===== src/rtl/quad_enc_decoder.sv =====
// Quadrature encoder receiver: 2-FF input sync, per-channel glitch filter,
// 4x gray decode into a wrapping signed position with direction, step and error reporting.
//
// state | meaning
// INIT  | settling after reset; on the 3rd edge filt is loaded straight from the synchronizers
// TRACK | filtering A/B and decoding each filtered transition
module quad_enc_decoder #(
    parameter int CNT_W    = 16,
    parameter int FILT_CYC = 4
) (
    input  logic             clk,
    input  logic             arst,
    input  logic             clr,
    input  logic             a,
    input  logic             b,
    output logic [CNT_W-1:0] pos,
    output logic             dir,
    output logic             step,
    output logic             err,
    output logic             err_flag
);

    localparam int FW = (FILT_CYC < 2) ? 1 : $clog2(FILT_CYC);
    localparam logic [FW-1:0] CNT_LAST = FW'(FILT_CYC - 1);

    typedef enum logic {
        INIT  = 1'b0,
        TRACK = 1'b1
    } state_t;

    state_t           state, state_nxt;
    logic [1:0]       init_cnt, init_nxt;
    logic [1:0]       sync_m, sync_s;
    logic [1:0]       filt, filt_nxt;
    logic [1:0]       filt_d, filt_d_nxt;
    logic [FW-1:0]    cnt_a, cnt_a_nxt;
    logic [FW-1:0]    cnt_b, cnt_b_nxt;
    logic [CNT_W-1:0] pos_nxt;
    logic             dir_nxt, step_nxt, err_nxt, flag_nxt;

    // Returns {accepted level, next counter} for one channel.
    function automatic logic [FW:0] filt_step(input logic s, input logic f,
                                              input logic [FW-1:0] c);
        logic [FW:0] r;
        r = {f, {FW{1'b0}}};
        if (s != f) begin
            if (c == CNT_LAST) r = {s, {FW{1'b0}}};
            else               r = {f, c + FW'(1)};
        end
        return r;
    endfunction

    always_ff @(posedge clk or negedge arst) begin
        if (!arst) begin
            sync_m <= '0;
            sync_s <= '0;
        end else begin
            sync_m <= {a, b};
            sync_s <= sync_m;
        end
    end

    always_ff @(posedge clk or negedge arst) begin
        if (!arst) begin
            state    <= INIT;
            init_cnt <= '0;
            filt     <= '0;
            filt_d   <= '0;
            cnt_a    <= '0;
            cnt_b    <= '0;
            pos      <= '0;
            dir      <= 1'b0;
            step     <= 1'b0;
            err      <= 1'b0;
            err_flag <= 1'b0;
        end else begin
            state    <= state_nxt;
            init_cnt <= init_nxt;
            filt     <= filt_nxt;
            filt_d   <= filt_d_nxt;
            cnt_a    <= cnt_a_nxt;
            cnt_b    <= cnt_b_nxt;
            pos      <= pos_nxt;
            dir      <= dir_nxt;
            step     <= step_nxt;
            err      <= err_nxt;
            err_flag <= flag_nxt;
        end
    end

    always_comb begin
        state_nxt  = state;
        init_nxt   = init_cnt;
        filt_nxt   = filt;
        filt_d_nxt = filt_d;
        cnt_a_nxt  = '0;
        cnt_b_nxt  = '0;
        pos_nxt    = pos;
        dir_nxt    = dir;
        step_nxt   = 1'b0;
        err_nxt    = 1'b0;
        flag_nxt   = err_flag;

        case (state)
            INIT: begin
                // Loading filt and its history together keeps a high A/B at release from counting.
                if (init_cnt == 2'd2) begin
                    filt_nxt   = sync_s;
                    filt_d_nxt = sync_s;
                    init_nxt   = '0;
                    state_nxt  = TRACK;
                end else begin
                    init_nxt = init_cnt + 2'd1;
                end
            end
            TRACK: begin
                {filt_nxt[1], cnt_a_nxt} = filt_step(sync_s[1], filt[1], cnt_a);
                {filt_nxt[0], cnt_b_nxt} = filt_step(sync_s[0], filt[0], cnt_b);
                filt_d_nxt = filt;
                case ({filt_d, filt})
                    4'b0010, 4'b1011, 4'b1101, 4'b0100: begin
                        pos_nxt  = pos + CNT_W'(1);
                        dir_nxt  = 1'b1;
                        step_nxt = 1'b1;
                    end
                    4'b0001, 4'b0111, 4'b1110, 4'b1000: begin
                        pos_nxt  = pos - CNT_W'(1);
                        dir_nxt  = 1'b0;
                        step_nxt = 1'b1;
                    end
                    4'b0011, 4'b1100, 4'b1001, 4'b0110: begin
                        err_nxt  = 1'b1;
                        flag_nxt = 1'b1;
                    end
                    default: ;
                endcase
            end
            default: state_nxt = INIT;
        endcase

        if (clr) begin
            pos_nxt  = '0;
            flag_nxt = 1'b0;
            step_nxt = 1'b0;
            err_nxt  = 1'b0;
        end
    end

endmodule

===== config.mk =====
export PLATFORM = sky130hd
export DESIGN_NAME = quad_enc_decoder
export DESIGN_NICKNAME = d
export VERILOG_FILES = /design/src/rtl/quad_enc_decoder.sv
export SDC_FILE = /design/constraint.sdc
export NUM_CORES = 1
export LEC_CHECK = 0
export BUFFER_PORTS_ARGS = -buffer_cell sky130_fd_sc_hd__buf_4
export CAP_MARGIN = 20
export CORE_MARGIN = 4
export CORE_UTILIZATION = 26
export CTS_CLUSTER_DIAMETER = 150
export DETAILED_ROUTE_END_ITERATION = 6
export MAX_ROUTING_LAYER = met4
export PLACE_DENSITY_LB_ADDON = 0.08
export SLEW_MARGIN = 40
export SYNTH_ARGS = -nofsm -noshare
export SYNTH_HDL_FRONTEND = slang
export SYNTH_SLANG_ARGS = --single-unit

===== constraint.sdc =====
create_clock -name clk -period 4.02 [get_ports clk]
set_clock_uncertainty 0.1 [all_clocks]
set_input_delay 0.402 -clock clk [delete_from_list [all_inputs] [get_ports clk]]
set_output_delay 0.402 -clock clk [all_outputs]
set_load 0.02 [all_outputs]

== Yosys cells after proc, flatten, opt, wreduce, memory -nomap -nowiden ==
Cells that the tools add are included.

* Register bits: 35
* Output and inout port bits: 20
* Input bits: 5
* Word-level logic and storage cells: 80

* Bitwise logic cells: 1
* Muxes and demuxes: 25
* Equal/unequal tests: 22
* Reduce and logical (&&, ||, !) cells: 13
* Add/sub/neg operators: 5

{| class="wikitable"
|+ Operators with widths
! operator !! number
|-
| 16-bit two-way mux || 2
|-
| 16-bit case mux with 2 select lines || 1
|-
| 4-bit == test, second input constant || 6
|-
| 16-bit by 1-bit adder with 16-bit output, second input constant || 1
|-
| 16-bit by 1-bit subtractor with 16-bit output, second input constant || 1
|-
| 4-bit by 3-bit == test with 1-bit output, second input constant || 3
|-
| 3-bit two-way mux || 4
|-
| 4-bit OR reduction || 3
|-
| 1-bit two-way mux || 11
|-
| 4-bit by 2-bit == test with 1-bit output, second input constant || 2
|-
| 2-bit two-way mux || 4
|-
| 2-bit by 1-bit != test with 1-bit output, second input constant || 4
|-
| 2-bit case mux with 2 select lines || 2
|-
| 8-bit OR reduction || 1
|-
| 2-bit by 1-bit adder with 2-bit output, second input constant || 3
|-
| 2-bit == test, second input constant || 3
|-
| 2-bit AND reduction || 3
|-
| 3-bit AND reduction || 2
|-
| 2-bit nonzero test || 3
|-
| 4-bit by 1-bit == test with 1-bit output, second input constant || 1
|-
| 3-bit nonzero test || 1
|-
| 1-bit != test || 2
|-
| 2-bit != test, second input constant || 1
|-
| 1-bit case mux with 2 select lines || 1
|-
| 1-bit inverter || 1
|}

== Logic depth before layout (Yosys ltp) ==
Gate-level depths: netlist (run 1).

* Word-level depth: 5
* Mapped depth: 10
* Gate-level depth less buffers: 9

== Least setup slack after synthesis (run 1) ==
No wires, ideal clock.

* Path type: reg-to-reg
* Start: register filt[1]
* End: register pos[15]
* Buffers on the path: 0
* Clock period less this slack: 3.132 ns
* Setup slack: 0.888 ns
* Arrival: 2.905 ns
* Data required time: 3.792 ns
* Cell stages (with the launch flop): 10
* Setup time: 0.128 ns
* Path through: dfrtp_1 > xnor2_1 > and2_1 > ha_1 > a21oi_1 > o21ai_1 > or3_1 > o21ai_1 > mux2i_1 > mux2_1

* Longest elaborated chain between the ends: 5
* Elaborated cells on any way between the ends: 15
* Those cells by class: eq/ne (8); mux (3); reduce/logical (4)

{| class="wikitable"
|+ RTL lines
! element !! line !! text
|-
| start, declared || 34 || <nowiki>logic [1:0] filt, filt_nxt;</nowiki>
|-
| start signal, assigned || 79 || <nowiki>filt <= filt_nxt;</nowiki>
|-
| 4-bit by 1-bit == test with 1-bit output, or another cell as far along || 120 || <nowiki>case ({filt_d, filt})</nowiki>
|-
| 4-bit OR reduction || 120 ||
|-
| 16-bit case mux with 2 select lines || 120 ||
|-
| 16-bit two-way mux || 104 || <nowiki>case (state)</nowiki>
|-
| 16-bit two-way mux || 141 || <nowiki>if (clr) begin</nowiki>
|-
| end signal, assigned || 83 || <nowiki>pos <= pos_nxt;</nowiki>
|-
| end, declared || 16 || <nowiki>output logic [CNT_W-1:0] pos,</nowiki>
|}

Parallel ways exist; a longest one is shown, timed or not. The select of a mux whose other input is x is not followed.
A chain may end at the register's enable or synchronous reset.

== Final worst setup path (run 1) ==
Same ends and word-level chain as after synthesis.

==> impl_metrics.py, run 1 <==
metrics = {
    "power": {
        "p_int_uw": 1310,
        "p_per_area_nw_per_um2": 942,
        "max-vdd-ir-drop_mv": 0.288,
        "power.share.combinational_pct": 63.2,
        "p_sw_uw": 1100,
        "p_leak_uw": 0.00126,
        "seq_power_share_pct": 22.5,
        "switching_share_pct": 45.8,
        "clkPwrFrac_pct": 14.3,
    },
    "worst_setup_path": {
        "worstReg2RegEnd": "pos[15]$_DFFE_PN0P_",
        "r2r_setup_slack_ps": 780,
        "cp_data_arrival_time_ps": 3320,
        "crit_fanout": 18,
        "reg2reg_from": "filt[1]$_DFFE_PN0P_",
        "worstPathRequired_ps": 4090,
        "cp-start-kind": "flop",
        "reg2reg_depth": 10,
        "crit_type": "flop to flop",
        "cp-end-kind": "flop",
    },
    "hold_path": {
        "min_path_type": "input port to flop",
        "hold_start": "b",
        "hold_path_depth": 1,
        "holdPathEnd": "sync_m[0]$_DFF_PN0_",
    },
    "outcome": {
        "status": "completed",
    },
    "global_routing": {
        "grt_remaining_overflow": 0,
        "track_usage_pct": 10.3,
        "grt_max_degree": 36,
        "grt_pass1_vias": 1553,
        "antenna_found_initial": 0,
        "grt_first_pass_wirelength_um": 7940,
    },
    "placement": {
        "post_dp_cell_area_um2": 2430,
        "place_hpwl_um": 3430,
        "routabilityCongestion": 0.759,
        "port_buffers": 24,
    },
    "logic_synthesis": {
        "syn-cell-area_um2": 2140,
        "syn_inst": 212,
        "syn-num-nets": 236,
        "syn_avg_cell_area_um2": 10.1,
        "synth.distinct_cells": 44,
        "synth_seq_area_share_pct": 40.9,
        "ys_ff_latch": 35,
        "yosysWarnings": 0,
    },
    "floorplan": {
        "ios": 25,
        "row_count": 32,
        "die_w_um": 98.7,
        "die_area_um2": 9740,
        "start_util_pct": 27.3,
        "design.core.area_um2": 7850,
        "die_h_um": 98.7,
    },
    "final_layout": {
        "final_area_um2": 2560,
        "fillers": 841,
        "drive_above_1_share_pct": 19.2,
        "fin_nets": 262,
        "postLayoutCoreUtil_pct": 32.7,
        "syn2layout_area_growth_pct": 19.8,
        "diodes": 0,
    },
    "sta": {
        "worst_slew_pin_slew_ps": 785,
        "fmax_mhz": 308,
        "min_period_ps": 3240,
        "tns_ps": 0,
        "hold_ws_ps": 117,
        "hold_viol": 0,
        "finalSetupViolCount": 0,
        "slew_viol_final": 0,
        "relSlewSlack_pct": 47.7,
        "rsz0062_at_grt": "no",
        "fin_crit_sh_pct": 80.7,
    },
    "job": {
        "maxCapViolations": 0,
    },
    "drt": {
        "drt_wl_total_um": 4740,
        "drc_errors": 0,
        "vias": 1617,
        "via_per_inst": 4.74,
        "post_drt_wl_per_cell_um": 13.9,
        "ant_nets": 0,
        "first_pass_iters": 4,
        "first_iter_violations": 61,
    },
    "cts": {
        "clock_latency_ps": 290,
        "numCtsBuffers": 5,
        "cts_resized": 0,
        "cts-htree-levels": 2,
        "clk_pin_slew_worst_paths_ps": 80,
        "tritoncts": "yes",
        "clk_path_buf_depth": 2,
        "cts_sinks": 35,
        "cts_setup_buffers": 0,
        "root_buffer": "clkbuf_8",
    },
}
[metal layers]
metal,track usage [%],vias up,wire length [µm],share of wire [%]
met3,2.34,2,165,3.5
met2,14.6,27,2000,42
met1,14.6,767,2540,54
li1,-,821,-,-
met4,2.84,0,33,0.70
met5,-,-,0,0
[critical path, cell delays in order (launching register included)]
cell	delay [ps]
dfrtp_1	450
xnor2_1	390
and2_1	190
buf_4	240
ha_1	320
a21oi_1	350
o21ai_0	140
and3_1	230
o21ai_1	160
mux2i_1	220
mux2_1	340
[metrics by stage]
stage          total power, µW  setup slack (ps)  instances
5_1_grt                   2640               518        341
2_1_floorplan             1720               888        212
3_3_place_gp              2100               847        332
3_5_place_dp              2090               780        332
4_1_cts                   2450               776        341
6_report                  2410               776        341
[final cells by class]
| cell class | instances | area, µm² | area share, % |
|---|---|---|---|
| Sequential cell | 35 | 876 | 34.2 |
| Inverter | 7 | 26.3 | 1.02 |
| Clock buffer | 6 | 82.6 | 3.22 |
| Multi-Input combinational cell | 163 | 1210 | 47.4 |
| Clock inverter | 2 | 38.8 | 1.51 |
| Tap cell | 102 | 128 | 4.98 |
| Timing Repair Buffer | 26 | 198 | 7.71 |
[worst max path at each step]
stage	startpoint	slack (ps)	endpoint
2_1_floorplan	filt[1]$_DFFE_PN0P_	890	pos[15]$_DFFE_PN0P_
3_3_place_gp	filt[1]$_DFFE_PN0P_	850	pos[15]$_DFFE_PN0P_
3_5_place_dp	filt[1]$_DFFE_PN0P_	780	pos[15]$_DFFE_PN0P_
4_1_cts	filt[1]$_DFFE_PN0P_	780	pos[15]$_DFFE_PN0P_
5_1_grt	filt[1]$_DFFE_PN0P_	520	pos[15]$_DFFE_PN0P_
6_report	filt[1]$_DFFE_PN0P_	780	pos[15]$_DFFE_PN0P_
[synthesized netlist by cell type, drive strengths merged]
| library cell | instances | area [µm²] |
|---|---|---|
| mux2 | 6 | 67.6 |
| nand2 | 22 | 82.6 |
| o21bai | 2 | 18.8 |
| nor3b | 1 | 7.51 |
| nand2b | 2 | 12.5 |
| o31ai | 1 | 7.51 |
| or3 | 2 | 12.5 |
| a22o | 11 | 96.3 |
| a31oi | 3 | 18.8 |
| or4 | 1 | 7.51 |
| o31a | 1 | 10.0 |
| nand3b | 2 | 15.0 |
| xnor2 | 10 | 87.6 |
| xor2 | 7 | 68.8 |
| o21ai | 13 | 65.1 |
| nor3 | 3 | 20.0 |
| and2 | 2 | 12.5 |
| nand3 | 6 | 30.0 |
| a41oi | 1 | 8.76 |
| nor2b | 3 | 18.8 |
| o211ai | 4 | 30.0 |
| mux2i | 3 | 30.0 |
| a32o | 2 | 20.0 |
| a211oi | 1 | 12.5 |
| o2bb2ai | 1 | 8.76 |
| clkbuf | 4 | 15.0 |
| fa | 1 | 20.0 |
| and3 | 2 | 12.5 |
| nor2 | 11 | 41.3 |
| o21a | 2 | 15.0 |
| a21o | 5 | 38.8 |
| ha | 18 | 225 |
| inv | 7 | 26.3 |
| dfrtp | 35 | 876 |
| a21oi | 14 | 85.1 |
| buf | 3 | 15.0 |
[cells by family (layout without fill, tap and decap cells)]
family          after synthesis  in the layout  synth area share, %
mux                           9              9                 4.56
simple gates                 57             57                 12.7
flops                        35             35                 40.9
buf+inv                      14             41                 2.63
xor+xnor                     17             17                 7.31
fa+ha+maj                    19             19                 11.5
compound gates               61             61                 20.4
[placed cells by master (no fill, tap or decap), drive strengths merged, types with 2 or more instances in the layout]
cell type / instances
o21a: 2
buf: 25
nand2: 22
or3: 2
dfrtp: 35
ha: 18
xnor2: 10
mux2i: 3
a32o: 2
nand2b: 2
nand3b: 2
inv: 8
o21ai: 13
a21oi: 14
nand3: 6
nor2: 11
a21o: 5
clkbuf: 6
a22o: 11
xor2: 7
o21bai: 2
nor2b: 3
nor3: 3
o211ai: 4
and3: 2
a31oi: 3
mux2: 6
and2: 2
[sequential cells by signal, summed over array words and instances, names as in the netlist]
register and count:
cnt_a 2, filt_d 2, dir 1, cnt_b 2
err_flag 1, init_cnt 2, err 1, pos 16
sync_m 2, step 1, state 1, sync_s 2
filt 2
[repair_timing]
item / in CTS / in global routing
endpoints found under the setup margin: 0 / 0
hold endpoints to repair: 35 / 0
hold buffers: 1 / 0
[power by group through the flow]
stage	combinational [µW]	sequential, µW	clock, µW
floorplan	1120	598	0
global placement	1550	554	0
detailed placement	1530	553	0
CTS	1540	546	362
global route	1710	557	373
finish	1530	543	346
Power figures use the tool's default switching activity.
==> run 2: changes to the inputs <==
==> constraint.sdc (replaced) <==
create_clock -name clk -period 3.02 [get_ports clk]
set_clock_uncertainty 0.1 [all_clocks]
set_input_delay 0.302 -clock clk [delete_from_list [all_inputs] [get_ports clk]]
set_output_delay 0.302 -clock clk [all_outputs]
set_load 0.02 [all_outputs]
==> impl_metrics.py, run 2 (synthesized netlist as in run 1, its figures left out) <==
metrics = {
    "cts": {
        "cts_sinks": 35,
        "cts-htree-levels": 2,
        "tritoncts": "yes",
        "root_buffer": "clkbuf_8",
        "clk_pin_slew_worst_paths_ps": 90,
        "numCtsBuffers": 5,
        "clk_path_buf_depth": 2,
        "clock_latency_ps": 290,
    },
    "final_layout": {
        "multiInputGateArea_um2": 1250,
        "fin_nets": 275,
        "final-seq-area_um2": 877,
        "largest_register_ffs": 16,
        "postLayoutCoreUtil_pct": 34.0,
        "layout_commonest_cell": "buf_4",
        "top_register": "pos",
        "final_cell_mix": "buf_4 (36), dfrtp_1 (34), nand2_1 (22)",
        "drive_above_1_share_pct": 25.0,
        "diodes": 0,
        "syn2layout_area_growth_pct": 24.9,
        "fillers": 852,
    },
    "power": {
        "p_per_area_nw_per_um2": 1280,
        "seq_power_share_pct": 21.2,
        "switching_share_pct": 45.8,
        "p_int_uw": 1850,
        "clkPwrFrac_pct": 11.0,
        "p_sw_uw": 1560,
        "max-vdd-ir-drop_mv": 0.361,
        "p_leak_uw": 0.00132,
        "power.share.combinational_pct": 67.8,
    },
    "drt": {
        "vias": 1659,
        "ant_nets": 0,
        "first_pass_iters": 4,
        "via_per_inst": 4.69,
        "highest_layer": "met4",
        "wl_met1_um": 2680,
        "wl_met3_um": 136,
        "post_drt_wl_per_cell_um": 14.0,
        "first_iter_violations": 69,
        "drt_wl_total_um": 4970,
        "met2_length_um": 2100,
        "drc_errors": 0,
    },
    "worst_setup_path": {
        "worstPathRequired_ps": 3140,
        "cp_data_arrival_time_ps": 2970,
        "cp-start-kind": "flop",
        "crit_type": "flop to flop",
        "cp-end-kind": "flop",
        "crit_fanout": 8,
    },
    "sta": {
        "fin_crit_sh_pct": 94.3,
        "rsz0062_at_grt": "no",
        "fmax_mhz": 351,
        "slew_viol_final": 0,
        "finalSetupViolCount": 0,
        "relSlewSlack_pct": 62.0,
        "min_period_ps": 2850,
        "fin_ws_ps": 172,
        "hold_viol": 0,
        "worst_slew_pin_slew_ps": 570,
    },
    "hold_path": {
        "min_path_type": "input port to flop",
    },
    "global_routing": {
        "antenna_found_initial": 0,
        "track_usage_pct": 10.8,
        "grt_remaining_overflow": 0,
        "grt_first_pass_wirelength_um": 8340,
        "grt_max_degree": 36,
        "grt_pass1_vias": 1643,
    },
    "floorplan": {
        "start_util_pct": 27.3,
        "die_h_um": 98.7,
        "row_count": 32,
        "die_area_um2": 9740,
        "die_w_um": 98.7,
        "design.core.area_um2": 7850,
        "ios": 25,
    },
    "placement": {
        "pre_cts_slack_ps": -42.5,
        "place_hpwl_um": 3530,
        "port_buffers": 24,
        "routabilityCongestion": 0.751,
    },
    "job": {
        "maxCapViolations": 0,
    },
    "outcome": {
        "status": "completed",
    },
}
## run 2: changes by cell type in the layout (fill, tap and decap cells not counted), sizes merged
cell	change
and2	+1
bufinv	-1
buf	+11
clkinvlp	+1
clkinv	+1
inv	-1
dlygate4sd3	+1
## run 2: repair_timing
item	CTS	global route
gates resized for setup	1	5
hold buffers	1	1
gates cloned	0	1
endpoints found under the setup margin	1	3
pin swaps	0	5
endpoints found under the hold margin	35	1
setup buffers	0	3
## run 2: metal layers
layer / vias up / GRT usage, %
met1: 793 / 15.7
met2: 20 / 14.8
li1: 840 / -
met5: - / -
met3: 6 / 2.48
met4: 0 / 3.15
## run 2: final timing paths
path | startpoint | to | slack, ps | cells after the start
max | filt_d[1]$_DFFE_PN0P_ | pos[14]$_DFFE_PN0P_ | 170 | 10
min | a | sync_m[1]$_DFF_PN0_ | 20 | 1
max reg2reg | filt_d[1]$_DFFE_PN0P_ | pos[14]$_DFFE_PN0P_ | 170 | 10
min reg2reg | sync_m[0]$_DFF_PN0_ | sync_s[0]$_DFF_PN0_ | 250 | 0
max in group asynchronous | arst | filt_d[1]$_DFFE_PN0P_ | 2060 | 2
min in group asynchronous | arst | cnt_a[0]$_DFF_PN0_ | 400 | 2
## run 2: area by class of cell
cell class              instances  share of cell area [%]
multi-input cells             164                    46.8
flip-flops and latches         35                    32.8
repair buffers                 38                    10.9
well taps                     102                    4.78
clock buffers                   6                    3.09
inverters                       7                   0.984
clock inverters                 2                   0.609
## run 2: power groups by stage
stage | registers (µW) | logic, µW | clock network, µW
6_report | 725 | 2310 | 375
5_1_grt | 742 | 2580 | 414
4_1_cts | 712 | 2210 | 393
3_5_place_dp | 719 | 2190 | 0
3_3_place_gp | 723 | 2220 | 0
2_1_floorplan | 796 | 1490 | 0
## run 2: through the flow
stage / TNS [ps] / power [µW] / instances / hold slack [ps] / instance area [µm²]
floorplan: 0 / 2290 / 212 / -93.6 / 2140
global placement: 0 / 2940 / 340 / 209 / 2490
detailed placement: -42.5 / 2910 / 340 / 199 / 2490
CTS: 0 / 3310 / 349 / 5.68 / 2600
global route: 0 / 3740 / 354 / 0.994 / 2670
finish: 0 / 3410 / 354 / 19.1 / 2670
## run 2: worst max-delay path: stages, from the launching register on
cell and delay [ps]:
dfrtp_2 460, xor2_4 200, and2_2 260, buf_4 160
ha_1 280, nand2_1 60, a21oi_1 210, o21ai_0 260
o21ai_0 330, mux2_2 380, nand3_1 70
